$ cat src/rtl/dir_button_conditioner.sv
// dir_button_conditioner: turns the four raw direction buttons into clean one-cycle move pulses.
// Latency: a raw press first sampled at edge 0 pulses after edge 2+DEBOUNCE_CYCLES if uncontended.
// Backpressure: none. Simultaneous presses queue in pending bits and leave one per cycle (up > down > left > right).
//
// Ports:
//   clk      system clock
//   rst      asynchronous active-high reset, clears every flop
//   btn_raw  raw buttons, bit0 up, bit1 down, bit2 left, bit3 right
//   up/down/left/right  registered one-cycle move pulses, at most one high per cycle
//   held     debounced stable level per button, same bit order as btn_raw
//
// Optional feature: define DIR_BTN_REPEAT_EN to auto-repeat a single held direction.
// The first repeat comes REPEAT_DELAY cycles after the press pulse, then one every REPEAT_PERIOD cycles.
// A diagonal hold (more than one held bit) does not repeat.
// Without the macro each debounced press gives exactly one pulse, and REPEAT_DELAY/REPEAT_PERIOD have no effect.

module dir_button_conditioner #(
    parameter int DEBOUNCE_CYCLES = 1000000,
    parameter int CNT_W           = 20,
    parameter bit ACTIVE_LOW      = 1'b0,
    parameter int REPEAT_DELAY    = 25000000,
    parameter int REPEAT_PERIOD   = 10000000
) (
    input  logic       clk,
    input  logic       rst,
    input  logic [3:0] btn_raw,
    output logic       up,
    output logic       down,
    output logic       left,
    output logic       right,
    output logic [3:0] held
);

    // Elaboration-time parameter sanity checks.
    if ((64'd1 << CNT_W) <= 64'(DEBOUNCE_CYCLES)) begin : g_bad_cnt_w
        $error("CNT_W too narrow for DEBOUNCE_CYCLES");
    end
    if (DEBOUNCE_CYCLES < 1 || REPEAT_DELAY < 1 || REPEAT_PERIOD < 1) begin : g_bad_cycles
        $error("cycle parameters must be at least 1");
    end

    localparam logic [CNT_W-1:0] DB_LAST = CNT_W'(DEBOUNCE_CYCLES - 1);

    logic [3:0]       s1;
    logic [3:0]       s2;
    logic [3:0]       held_d;
    logic [3:0]       pending;
    logic [3:0]       pulse;
    logic [CNT_W-1:0] cnt [4];

    logic [3:0] rise;
    logic [3:0] fire;
    logic [3:0] ev;
    logic [3:0] req;
    logic [3:0] grant;

    // Synchroniser and per-channel debounce.
    always_ff @(posedge clk or posedge rst) begin
        if (rst) begin
            s1     <= '0;
            s2     <= '0;
            held   <= '0;
            held_d <= '0;
            for (int i = 0; i < 4; i++) begin
                cnt[i] <= '0;
            end
        end else begin
            s1     <= btn_raw ^ {4{ACTIVE_LOW}};
            s2     <= s1;
            held_d <= held;
            for (int i = 0; i < 4; i++) begin
                // Any cycle that agrees with the stable level restarts the count.
                // A glitch therefore has to persist DEBOUNCE_CYCLES in a row to flip held.
                if (s2[i] == held[i]) begin
                    cnt[i] <= '0;
                end else if (cnt[i] == DB_LAST) begin
                    held[i] <= s2[i];
                    cnt[i]  <= '0;
                end else begin
                    cnt[i] <= cnt[i] + CNT_W'(1);
                end
            end
        end
    end

    assign rise = held & ~held_d;

`ifdef DIR_BTN_REPEAT_EN
    localparam int            TW      = CNT_W + 6;
    localparam logic [TW-1:0] RPT_DLY = TW'(REPEAT_DELAY - 1);
    localparam logic [TW-1:0] RPT_PER = TW'(REPEAT_PERIOD - 1);

    logic [TW-1:0] rpt [4];
    logic          multi_held;

    // Clearing the lowest set bit leaves something only if two or more bits are held.
    assign multi_held = (held & (held - 4'd1)) != 4'd0;

    always_comb begin
        fire = '0;
        for (int i = 0; i < 4; i++) begin
            fire[i] = held[i] && !rise[i] && (rpt[i] == '0) && !multi_held;
        end
    end

    // The timer keeps running during a diagonal hold, so repeats resume on the
    // normal cadence once only one direction is left held.
    always_ff @(posedge clk or posedge rst) begin
        if (rst) begin
            for (int i = 0; i < 4; i++) begin
                rpt[i] <= '0;
            end
        end else begin
            for (int i = 0; i < 4; i++) begin
                if (!held[i]) begin
                    rpt[i] <= '0;
                end else if (rise[i]) begin
                    rpt[i] <= RPT_DLY;
                end else if (rpt[i] == '0) begin
                    rpt[i] <= RPT_PER;
                end else begin
                    rpt[i] <= rpt[i] - TW'(1);
                end
            end
        end
    end
`else
    assign fire = '0;
`endif

    // New events join the stored ones in this cycle's arbitration, so an
    // uncontended press pulses on the same edge it would have set pending.
    assign ev    = rise | fire;
    assign req   = pending | ev;
    assign grant = req & (~req + 4'd1);   // isolate lowest set bit = highest priority

    always_ff @(posedge clk or posedge rst) begin
        if (rst) begin
            pending <= '0;
            pulse   <= '0;
        end else begin
            pulse <= grant;
            // Requests that lost arbitration wait.
            // A new event arriving while its old one is granted is kept, so the set wins.
            pending <= (req & ~grant) | (pending & ev);
        end
    end

    assign up    = pulse[0];
    assign down  = pulse[1];
    assign left  = pulse[2];
    assign right = pulse[3];

endmodule

$ cat config.mk
export PLATFORM = sky130hd
export DESIGN_NAME = dir_button_conditioner
export DESIGN_NICKNAME = d
export VERILOG_FILES = /design/src/rtl/dir_button_conditioner.sv
export SDC_FILE = /design/constraint.sdc
export NUM_CORES = 1
export LEC_CHECK = 0
export ABC_CLOCK_PERIOD_IN_PS = 6250
export CORE_MARGIN = 2
export CORE_UTILIZATION = 61
export DETAILED_ROUTE_END_ITERATION = 16
export GPL_ROUTABILITY_DRIVEN = 0
export PLACE_DENSITY_LB_ADDON = 0.12
export SYNTH_ARGS = -nofsm -noshare
export SYNTH_HDL_FRONTEND = slang
export SYNTH_SLANG_ARGS = --single-unit
$ cat constraint.sdc
create_clock -name clk -period 6.25 [get_ports clk]
set_input_delay 0.625 -clock clk [delete_from_list [all_inputs] [get_ports clk]]
set_output_delay 0.625 -clock clk [all_outputs]
set_load 0.1 [all_outputs]
==> reports/qor.csv <==
stage;metric;value;unit
min_path;hold_depth;0;
clock_tree;numClockSinks;104;
cells_and_area;drive_gt1_share;8.316;%
worst_setup_path;cp_data_arrival_time;1.97;ns
drt;firstDrtPassIters;6;
timing;fin_crit;2.599;ns
power_and_ir_drop;vdd_drop_max;0.1172;mV
clock_tree;cts_hold_buf;0;
cells_and_area;syn2layout_area_growth;8.492;%
worst_setup_path;rrSetupSlack;3.95;ns
place;place_inst;579;
power_and_ir_drop;finalPower;1.111;mW
floorplanning;start_util;62.48;%
grt;grt_start_max_net_pins;57;
drt;vias;3355;
floorplanning;die_h;92.74;um
yosys;syn-num-nets;487;
place;hpwl;5.421;mm
grt;use_met2;33.94;%
worst_setup_path;crit_path_end_kind;output port;
timing;slew-limit-headroom;35.00;%
yosys;synthTopCellsByCount;104 x dfrtp_1, 69 x nor2_1, 31 x xnor2_1;
yosys;yosys_warnings;0;
timing;finalSetupViolCount;0;
clock_tree;cts_resized;0;
timing;rsz0062_at_grt;no;
grt;grt_remaining_overflow;0;
cells_and_area;final_nets;498;
yosys;postSynthAreaPerCell;10.07;um^2
clock_tree;cts-root-buf;clkbuf_8;
clock_tree;cts_buffer_depth;2;
floorplanning;core_area;7687;um^2
grt;antenna_found_initial;0;
yosys;ys_seq_area_share;54.18;%
clock_tree;clk_pin_slew;0.10;ns
yosys;synth_top_area_cell;dfrtp_1;
floorplanning;ios;14;
worst_setup_path;r2r_end;cnt[57];
timing;finalSetupTns;0;ns
clock_tree;cts_buffers;9;
status;outcome;finished clean;
yosys;ys_async_sr_fraction;100.0;%
timing;skew;0.01241;ns
clock_tree;clk_latency;0.36;ns
drt;drt_iter0_markers;120;
drt;vias_per_cell;5.639;
worst_setup_path;setup.worst_path.class;reg2out;
yosys;yosys.cell_count.top_type;dfrtp_1;
clock_tree;htree_num_levels;3;
power_and_ir_drop;leakagePower;2.094;nW
timing;max_freq;384.8;MHz
clock_tree;cts_tree;done;
grt;busiest_layer;met2;
worst_setup_path;path_delay_family;buffers and inverters;
timing;min_period_over_period;41.58;%
place;portBuffers;13;
grt;grt.met3_usage;4.394;%
power_and_ir_drop;power_density;213.1;nW/um^2
yosys;synthTopCellsByArea;dfrtp_1 54%, xnor2_1 5.7%, nor2_1 5.4%, xor2_1 3.5%, nand3_1 3.1%;
timing;worst_pin_slew;0.9719;ns
grt;grtUsageTotal;21.37;%
cells_and_area;fin_util;67.79;%
timing;finalMaxSlewViolations;0;
floorplanning;die_w;92.74;um
cells_and_area;n_antenna_cell;0;
drt;drc;0;
worst_setup_path;max_stage_delay;1.16;ns
min_path;hold_path.class;reg2reg;
worst_setup_path;path_buf_inv;1;
worst_setup_path;cp_cell_sequence;clkdlybuf4s50_1;
cells_and_area;final_cell_count_no_fill;595;
min_path;min_from;s1[0];
worst_setup_path;crit_slowest_cell;clkdlybuf4s50_1;
yosys;syn_area;4803;um^2
yosys;synth-edff-count;0;
worst_setup_path;required;5.62;ns
clock_tree;post_cts_buffers;0;
yosys;synth_cell_types;41;
worst_setup_path;worst-path-max-fanout;5;
floorplanning;die_area;8600;um^2
min_path;whs_endpoint;s2[0];
timing;hold_viol_final;0;
worst_setup_path;start_kind;register;
drt;ant_nets;0;
grt;grt_pass1_wl;14.82;mm
grt;grt_pass1_vias;3329;
drt;totalWireLength;7.979;mm
drt;wl_per_cell;13.41;um
yosys;ys_ff_latch;104;
yosys;syn_inst;477;
floorplanning;placementRows;32;
worst_setup_path;reg2regPathDepth;5;
grt;use_met1;28.84;%
yosys;synthFlopType;dfrtp_1;
yosys;synth_top_area_share;54.18;%
job;maxCapViolCount;0;
worst_setup_path;reg2reg_from;cnt[42];
-- worst max-delay path by stage --
stage	from	to	slack, ns	cells after the start
5_1_grt	held[2]	held[2]	3.60	1
6_report	held[2]	held[2]	3.65	1
2_1_floorplan	rst	cnt[0]	2.89	1
3_5_place_dp	cnt[42]	cnt[58]	3.98	5
3_3_place_gp	cnt[42]	cnt[58]	3.99	5
4_1_cts	held[2]	held[2]	3.63	1
-- area by class of cell --
type / count / area, um^2
clock buffer: 10 / 127.6
sequential: 104 / 2603
clock inverter: 6 / 50.05
tap: 102 / 127.6
multi-input combinational: 338 / 2073
inverter: 18 / 70.07
timing repair buffer: 17 / 160.2
fill: 629 / 2476
-- metal layers --
layer	vias up	part of all wire [%]
met5	-	0
met4	0	1.9
met3	11	3.2
met2	61	48
met1	1603	47
li1	1680	-
-- metrics by stage --
| step | hold slack, ns | setup slack [ns] | instance area [um^2] |
|---|---|---|---|
| after floorplan | 0.3312 | 2.893 | 4803 |
| after global placement | 0.3313 | 3.994 | 5034 |
| after detailed placement | 0.3389 | 3.979 | 5034 |
| after CTS | 0.3627 | 3.634 | 5211 |
| after global routing | 0.3677 | 3.600 | 5211 |
| final | 0.3579 | 3.651 | 5211 |
-- power by group --
group	total, mW	leakage, nW	switching [mW]	internal (mW)
registers	0.689	1.42	0.00781	0.681
logic	0.0398	0.585	0.0276	0.0122
clock network	0.382	0.0839	0.232	0.150
-- state kept, by name (all words and copies together), names as in the netlist --
| signal | cells |
|---|---|
| cnt | 80 |
| held | 4 |
| held_d | 4 |
| pending | 4 |
| pulse | 4 |
| s1 | 4 |
| s2 | 4 |
-- cells in the final DEF (no fill, tap or decap), types with 9 or more instances in the layout --
| master | n |
|---|---|
| nand3_1 | 30 |
| nand4_1 | 17 |
| xnor2_1 | 31 |
| nor4_1 | 13 |
| clkdlybuf4s50_1 | 13 |
| o21ai_0 | 16 |
| or4_1 | 11 |
| xor2_1 | 19 |
| nand2_1 | 24 |
| nor2_1 | 69 |
| inv_1 | 17 |
| a21oi_1 | 23 |
| or3_1 | 13 |
| nor3_1 | 12 |
| clkbuf_8 | 9 |
| dfrtp_1 | 104 |
-- kinds of logic (layout without fill, tap and decap cells) --
family	after synthesis	count (layout)	share of synthesized area, %
simple gates	223	223	24.30
buf+inv	35	51	3.021
xor+xnor	50	50	9.117
fa+ha+maj	7	7	1.667
mux	6	6	1.354
flops	104	104	54.18
compound gates	52	52	6.356
Note: power is estimated with default switching activity, not from simulation.
